### config.mk
export PLATFORM = sky130hd
export DESIGN_NAME = alu_operand_sequencer
export DESIGN_NICKNAME = d
export VERILOG_FILES = /design/src/rtl/alu_operand_sequencer_pkg.sv /design/src/rtl/alu_operand_sequencer_settle_timer.sv /design/src/rtl/alu_operand_sequencer.sv
export SDC_FILE = /design/constraint.sdc
export NUM_CORES = 1
export LEC_CHECK = 0
export BUFFER_PORTS_ARGS = -buffer_cell sky130_fd_sc_hd__buf_2
export CELL_PAD_IN_SITES_DETAIL_PLACEMENT = 1
export CELL_PAD_IN_SITES_GLOBAL_PLACEMENT = 1
export CORE_ASPECT_RATIO = 1.4
export CORE_UTILIZATION = 30
export CTS_CLUSTER_DIAMETER = 80
export CTS_CLUSTER_SIZE = 30
export DETAILED_ROUTE_END_ITERATION = 8
export PLACE_DENSITY_LB_ADDON = 0.1
export SETUP_SLACK_MARGIN = 0.05
export SYNTH_ARGS = -nofsm -noshare
export SYNTH_HDL_FRONTEND = slang
export SYNTH_SLANG_ARGS = --single-unit
### constraint.sdc
create_clock -name clk -period 1.46 [get_ports clk]
set_input_delay 0.146 -clock clk [delete_from_list [all_inputs] [get_ports clk]]
set_output_delay 0.146 -clock clk [all_outputs]
set_load 0.01 [all_outputs]
### src/rtl/alu_operand_sequencer_pkg.sv
// Shared definitions for the ALU operand sequencer: FSM state encoding,
// ALU opcode encoding and a counter-width helper.
package alu_operand_sequencer_pkg;

    typedef enum logic [1:0] {
        ST_IDLE  = 2'b00,
        ST_DRIVE = 2'b01,
        ST_HOLD  = 2'b10
    } state_e;

    // Opcode encoding of the external combinational ALU.
    typedef enum logic [1:0] {
        OP_ADD = 2'b00,
        OP_SUB = 2'b01,
        OP_AND = 2'b10,
        OP_XOR = 2'b11
    } alu_op_e;

    // A settle count of 1 still needs a 1-bit register to hold the value 0.
    function automatic int unsigned cnt_width(input int unsigned settle);
        return (settle > 1) ? $clog2(settle) : 1;
    endfunction

endpackage

### src/rtl/alu_operand_sequencer_settle_timer.sv
// Settle timer: loads SETTLE-1 when operands are accepted, counts down while
// enabled and flags done when the count reaches zero.
module alu_operand_sequencer_settle_timer
    import alu_operand_sequencer_pkg::*;
#(
    parameter int unsigned SETTLE = 1
) (
    input  logic clk,
    input  logic rst_n,
    input  logic load_i,
    input  logic dec_i,
    output logic done_o
);

    localparam int unsigned CW = cnt_width(SETTLE);
    localparam logic [CW-1:0] LOAD_VAL = CW'(SETTLE - 1);

    logic [CW-1:0] cnt_q;
    logic [CW-1:0] cnt_d;

    always_comb begin
        cnt_d = cnt_q;
        if (load_i) begin
            cnt_d = LOAD_VAL;
        end else if (dec_i && (cnt_q != '0)) begin
            cnt_d = cnt_q - 1'b1;
        end
    end

    // NOTE: state registers use non-blocking (<=) so every flop samples
    // pre-edge values; blocking here would create ordering races.
    always_ff @(posedge clk or negedge rst_n) begin
        if (!rst_n) begin
            cnt_q <= '0;
        end else begin
            cnt_q <= cnt_d;
        end
    end

    assign done_o = (cnt_q == '0);

endmodule

### src/rtl/alu_operand_sequencer.sv
// Handshaked front/back end for an external combinational ALU: registers an
// operand pair, holds it for SETTLE cycles, captures the result and offers it.
module alu_operand_sequencer
    import alu_operand_sequencer_pkg::*;
#(
    parameter int unsigned N      = 4,
    parameter int unsigned SETTLE = 1,
    parameter int unsigned CNT_W  = 8
) (
    input  logic             clk,
    input  logic             rst_n,
    input  logic             in_valid,
    output logic             in_ready,
    input  logic [N-1:0]     a,
    input  logic [N-1:0]     b,
    output logic [N-1:0]     alu_in0,
    output logic [N-1:0]     alu_in1,
    input  logic [N-1:0]     alu_out,
    output logic             res_valid,
    input  logic             res_ready,
    output logic [N-1:0]     res,
    output logic [CNT_W-1:0] txn_count
);

    state_e           state_q,     state_d;
    logic [N-1:0]     alu_in0_q,   alu_in0_d;
    logic [N-1:0]     alu_in1_q,   alu_in1_d;
    logic [N-1:0]     res_q,       res_d;
    logic             res_valid_q, res_valid_d;
    logic [CNT_W-1:0] txn_q,       txn_d;

    logic accept;
    logic settle_done;

    // Ready never looks at in_valid, so no combinational loop through the source.
    assign in_ready = rst_n & ((state_q == ST_IDLE) | ((state_q == ST_HOLD) & res_ready));
    assign accept   = in_valid & in_ready;

    alu_operand_sequencer_settle_timer #(
        .SETTLE (SETTLE)
    ) u_settle_timer (
        .clk    (clk),
        .rst_n  (rst_n),
        .load_i (accept),
        .dec_i  (state_q == ST_DRIVE),
        .done_o (settle_done)
    );

    // NOTE: every signal gets its hold value first so no path through the
    // case statement leaves it unassigned and infers a latch.
    always_comb begin
        state_d     = state_q;
        alu_in0_d   = alu_in0_q;
        alu_in1_d   = alu_in1_q;
        res_d       = res_q;
        res_valid_d = res_valid_q;
        txn_d       = txn_q;

        if (accept) begin
            alu_in0_d = a;
            alu_in1_d = b;
        end

        case (state_q)
            ST_IDLE: begin
                if (accept) state_d = ST_DRIVE;
            end
            ST_DRIVE: begin
                if (settle_done) begin
                    res_d       = alu_out;
                    res_valid_d = 1'b1;
                    state_d     = ST_HOLD;
                end
            end
            ST_HOLD: begin
                if (res_ready) begin
                    txn_d       = txn_q + 1'b1;
                    res_valid_d = 1'b0;
                    state_d     = accept ? ST_DRIVE : ST_IDLE;
                end
            end
            default: begin
                state_d     = ST_IDLE;
                res_valid_d = 1'b0;
            end
        endcase
    end

    always_ff @(posedge clk or negedge rst_n) begin
        if (!rst_n) begin
            state_q     <= ST_IDLE;
            alu_in0_q   <= '0;
            alu_in1_q   <= '0;
            res_q       <= '0;
            res_valid_q <= 1'b0;
            txn_q       <= '0;
        end else begin
            state_q     <= state_d;
            alu_in0_q   <= alu_in0_d;
            alu_in1_q   <= alu_in1_d;
            res_q       <= res_d;
            res_valid_q <= res_valid_d;
            txn_q       <= txn_d;
        end
    end

    assign alu_in0   = alu_in0_q;
    assign alu_in1   = alu_in1_q;
    assign res       = res_q;
    assign res_valid = res_valid_q;
    assign txn_count = txn_q;

endmodule

# Word-level counts from Yosys, hierarchy flattened
# Cells that the tools add are included.
op_classes:
  add_sub_neg: 2
  n_mul: 0
  div_mod_pow: 0
  n_lt_le_gt_ge: 0
  n_eq_ne: 5
  shifts: 0
  n_mux: 10
  n_bitwise: 6
  reduce_logical: 7
ops:
  columns: ["op", "n"]
  rows:
  - ["adder 8 x 1 -> 8 bit, second input constant", 1]
  - ["2-to-1 mux 2 bit", 3]
  - ["inequality test 2 bit, second input constant", 3]
  - ["case mux 2 bit (3 select lines)", 1]
  - ["AND reduction 3 bit", 2]
  - ["2-to-1 mux 1 bit", 5]
  - ["AND reduction 2 bit", 2]
  - ["bitwise AND 1 bit", 3]
  - ["case mux 1 bit (3 select lines)", 1]
  - ["equality test 2 x 1 -> 1 bit, second input constant", 1]
  - ["equality test 2 bit, second input constant", 1]
  - ["logical NOT 2 bit", 1]
  - ["inverter 1 bit", 2]
  - ["nonzero test 2 bit", 1]
  - ["logical AND 1 bit", 1]
  - ["bitwise OR 1 bit", 1]
  - ["subtractor 1 bit, second input constant", 1]
word_totals:
  ff_bits: 24
  latchBits: 0
  mem_bits_rw: 0
  rom_bits: 0
  inputBits: 16
  output_inout_bits: 22
  memories: 0

# Logic depth before layout (Yosys ltp)
depth:
  word_depth: 8
  mapped_depth: 4
  mapped_depth_nobuf: 4

# Hierarchy
# Synthesis repeated with hierarchy kept, for this count alone.
hier_totals:
  cells_unflattened: 73
  hier_area_um2: 1022.2
modules_own_cells:
  columns: ["mod", "n_inst", "cells_each", "area_each_um2", "seq_area_each_um2"]
  rows:
  - ["alu_operand_sequencer", 1, 70, 980.9, 575.6]
  - ["alu_operand_sequencer_settle_timer", 1, 3, 41.3, 25.0]

# Worst setup path after synthesis
# OpenSTA, ideal clock, no wires.
synth_timing:
  path_kind: "flip-flop to flip-flop"
  start: "register state_q[1]"
  end: "register res_q[0], in the netlist res[0]"
  setup_ns: 0.125
  arrival_time_ns: 1.162
  t_required_ns: 1.335
  path_slack_ns: 0.173
  path_stages_with_launch: 4
  synth_period_minus_slack_ns: 1.287
  path_cell_list: "dfrtp_1 > nand2b_1 > nor2_1 > mux2_2"
synth_between:
  elab_chain_len: 2
synth_lines:
  columns: ["item", "line", "source"]
  rows:
  - ["start: declaration", "alu_operand_sequencer.sv:25", "state_e state_q, state_d;"]
  - ["start signal: assignment", "alu_operand_sequencer.sv:98", "state_q <= state_d;"]
  - ["equality test 2 x 1 -> 1 bit", "alu_operand_sequencer.sv:64", "case (state_q)"]
  - ["AND reduction 2 bit (no source line)", null, null]
  - ["end signal: assignment", "alu_operand_sequencer.sv:101", "res_q <= res_d;"]
  - ["end: declaration", "alu_operand_sequencer.sv:28", "logic [N-1:0] res_q, res_d;"]
# No other way between the ends.
# A chain may end at the register's enable or synchronous reset.

# Final worst setup path
layout_timing:
  start: "register state_q[1]"
  end: "register alu_in0_q[3], in the netlist alu_in0[3]"
layout_between:
  elab_chain_len: 5
  elab_cells_between_ends: 6
layout_lines:
  columns: ["item", "line", "source"]
  rows:
  - ["equality test 2 bit", "alu_operand_sequencer.sv:36", "assign in_ready = rst_n & ((state_q == ST_IDLE) | ((state_q == ST_HOLD) & res_ready));"]
  - ["bitwise AND 1 bit", "alu_operand_sequencer.sv:36", null]
  - ["bitwise OR 1 bit *", "alu_operand_sequencer.sv:36", null]
  - ["bitwise AND 1 bit *", "alu_operand_sequencer.sv:36", null]
  - ["bitwise AND 1 bit *", "alu_operand_sequencer.sv:37", "assign accept = in_valid & in_ready;"]
  - ["end signal: assignment", "alu_operand_sequencer.sv:99", "alu_in0_q <= alu_in0_d;"]
  - ["end: declaration", "alu_operand_sequencer.sv:26", "logic [N-1:0] alu_in0_q, alu_in0_d;"]
# Mark *: on every way between the ends. The rest lies on a longest branch, timed or not.

==> results.md <==
Synth:
- Sorting the synthesized cells by area gives the leading types as sky130_fd_sc_hd__dfrtp_1 (59%), sky130_fd_sc_hd__mux2_4 (12%), sky130_fd_sc_hd__mux2_2 (5.6%).
- The number of warnings printed during yosys synthesis is 0.
- Among all cell types in the netlist, the one instantiated most often is sky130_fd_sc_hd__dfrtp_1.
- The largest total area in the synthesized netlist belongs to sky130_fd_sc_hd__dfrtp_1.
- The async set or reset register ratio after synthesis is 100%.
- The gate count of the mapped netlist is 70.
- In the synthesized netlist the dominant register cell turns out to be sky130_fd_sc_hd__dfrtp_1.
- The number of unique standard cell types used by synthesis is 24.
- The post-synth net total is between 80 and 90.
- By count the netlist is led by sky130_fd_sc_hd__dfrtp_1 (24), sky130_fd_sc_hd__mux2_4 (8), sky130_fd_sc_hd__mux2_2 (5).
- The number of flops mapped to enable cells by yosys is 0.
- In this run, synthesis produced a sequential element count of 24.
- The mean instance size in the synthesized netlist is around 14 sq um.
- The mapped netlist covers between 1000 and 1500 sq um.
- Of the synthesized area, sequential elements account for roughly 59%.
- Of the post-synthesis cell area, the dominant cell type holds 59.4%.

Clocking:
- The maximum buffer depth of the clock tree is 2.
- The clock net in this run drives a total of 24 sinks.
- The insertion delay to the later sink of the worst-skew pair is ~260 ps.
- The clock transition at the registers of the reported paths is roughly 80 ps.
- TritonCTS created 3 clock buffers.
- The number of H-tree levels is 1.
- The CTS tree is done.
- Clock tree synthesis selected as its root buffer the cell sky130_fd_sc_hd__clkbuf_8.

Floorplanning:
- The die area is approximately 3600 sq um.
- The die is roughly 71 um tall.
- The width of the die is 51.1 um.
- The floorplan row count is 24.
- Pin placement for this block handled 38 I/O pins.
- The area inside the core boundary is roughly 3200 sq um.
- The initial utilization of the core area, before any placement, comes to approximately a third.

Routing:
- The detail-routed net length per standard cell is 13.5 um.
- Before antenna repair, the detailed router went through 4 iterations.
- The average via count per standard cell is 4.55.
- Wires add up to between 2 and 2.5 mm.
- The number of vias after detailed routing is 700.
- The routed design uses roughly 1.1 mm of met2 wire.
- The highest layer touched by signal routing is met4.
- The length of routed met3 wiring is roughly 110 um.
- The detailed-route wire length on metal 1 is slightly below 900 um.
- The post-detailed-route DRC marker count is 0.
- The number of antenna-violating nets in the routed design is 0.
- The violation count after the first detailed-routing iteration is 6.

Critical path:
- The endpoint kind of the worst setup timing path is a flip-flop.
- Along the worst path, the maximum fanout reaches 8.
- The required time reported for the critical path endpoint is approximately 1600 ps.
- The worst setup path is launched from a flip-flop.
- The start-to-end type of the worst setup path is flip-flop to flip-flop.
- The data arrival time of the critical path is approximately 1500 ps.

Place:
- Prior to clock tree synthesis, the placed netlist has a worst setup slack of ~4.2 ps.
- The number of I/O port buffers is 37.
- Detailed placement finished with a half-perimeter wire length of 1.54 mm.
- The total placed cells including tap cells is about 150.
- The placer congestion estimate is around 0.73.

STA:
- The final critical delay including setup and external delays is between 1000 and 1500 ps.
- Measured against its own limit, the worst slew margin works out to 79.4%.
- The final period utilization is about 93%.
- The count of endpoints failing hold in the final timing report came to 0.
- The post-route setup TNS is 0 ps.
- The worst setup margin is between 100 and 150 ps.
- The post-route worst hold slack is 109 ps.
- Clock skew on the completed layout was measured at 5.61 ps.
- Derived from the worst setup path, the maximum achievable clock frequency is 0.737 GHz.
- The number of max-slew violations in the final report is 0.
- The slew of the pin with the lowest slew margin is just over 300 ps.
- Setup repair after global routing could not meet its margin everywhere.
- The setup-violating endpoint count in the final report is 0.

Global routing:
- Global routing consumed, over all layers together, 13.3% of the routing resources.
- The global-route congestion overflow total is 0.
- The number of antenna violations at the first check in global routing is 0.
- Entering global routing, the biggest net connects 25 pins.
- The first global-routing pass estimated between 3 and 4 mm of wire.
- The number of global-route vias before repair came to slightly below 800.

Cells and area:
- The final layout net count is around 130.
- Compared with the post-synthesis result, the final layout area differs by 34.5%.
- The antenna cell count is 0.
- The post-layout instance count excluding filler cells is 154.
- The ratio of cells with drive above 1 in the final layout is approximately 56%.
- The final design utilization is 43.1%.

Worst hold path:
- The worst min-delay path category is input pin to flip-flop.

Job:
- The count of max-cap constraint violations is 0.

Status:
- The flow ran to the end, and the final reports show no timing, DRC or antenna violations.

Pwr:
- IR analysis of the VDD net gives a maximum drop of slightly below 0.8 mV.
- The analysis attributes to cell leakage a power of around 0.70 nW.
- The power density of the placed cells is 1380 nW/um^2.
cells by family after synthesis:
family | synth area share (%)
XOR/XNOR | 6.06
buffers and inverters | 1.48
AO/OA/AOI/OAI | 2.35
flip-flops | 59.4
adder cells (fa/ha/maj) | 1.24
AND/OR/NAND/NOR | 12.0
multiplexers | 17.5
cell type report:
class                           instances  area, sq um
Fill cell                             365         1790
Clock buffer                            4         55.1
Multi-Input combinational cell         44          419
Timing Repair Buffer                   42          233
Tap cell                               39         48.8
Inverter                                1         3.75
Sequential cell                        24          601
stage by stage:
stage	power (mW)	area, sq um
final	1.88	1360
after global routing	2.02	1360
after CTS	1.92	1340
after detailed placement	1.45	1260
after global placement	1.44	1260
after floorplan	1.22	1010
report_power, final:
group / leakage, nW / total, mW / internal, mW / switching, mW
sequential: 0.296 / 0.936 / 0.812 / 0.124
combinational: 0.374 / 0.509 / 0.286 / 0.223
clock: 0.0288 / 0.438 / 0.240 / 0.198
total: 0.699 / 1.88 / 1.34 / 0.545
state kept, by name (all words and copies together) (netlist names):
signal	flops
alu_in1	4
u_settle_timer.cnt_q	1
state_q	2
alu_in0	4
res_valid	1
txn_count	8
res	4
per-layer routing:
layer / global-route usage (%) / vias up
li1: - / 333
met3: 2.15 / 2
met1: 17.0 / 339
met5: 0 / -
met2: 21.8 / 26
met4: 5.56 / 0
critical path: stages, from the launching register on:
cell                        delay, ps
sky130_fd_sc_hd__dfrtp_1          420
sky130_fd_sc_hd__nor2b_4          140
sky130_fd_sc_hd__nand4bb_4        210
sky130_fd_sc_hd__buf_8            170
sky130_fd_sc_hd__mux2_4           290
worst paths after layout:
check / startpoint / end / slack [ps] / cells after the start
hold / removal: alu_out[1] / res[1] / 110 / 2
setup reg to reg: state_q[1] / alu_in0[3] / 100 / 4
hold reg to reg: txn_count[7] / txn_count[7] / 480 / 1
setup / recovery: state_q[1] / alu_in0[3] / 100 / 4
min in group asynchronous: rst_n / alu_in1[0] / 480 / 3
max in group asynchronous: rst_n / txn_count[7] / 730 / 3
what timing repair did:
action	in CTS	in global routing
endpoints found under the setup margin	12	14
setup buffers	0	1
gates resized for setup	3	2
hold buffers	1	0
endpoints found under the hold margin	24	0
pin swaps	0	1
placed cells by master (no fill, tap or decap), types with 2 or more instances in the layout:
master / instances
sky130_fd_sc_hd__buf_2: 37
sky130_fd_sc_hd__nand3_1: 3
sky130_fd_sc_hd__nor3_1: 2
sky130_fd_sc_hd__mux2_2: 5
sky130_fd_sc_hd__xnor2_1: 3
sky130_fd_sc_hd__nand2_1: 2
sky130_fd_sc_hd__o21ai_0: 2
sky130_fd_sc_hd__buf_4: 3
sky130_fd_sc_hd__dfrtp_1: 24
sky130_fd_sc_hd__xor2_1: 4
sky130_fd_sc_hd__mux2_4: 8
sky130_fd_sc_hd__nor2_1: 2
sky130_fd_sc_hd__clkbuf_8: 4
No activity file was read; power rests on OpenSTA's default activity.
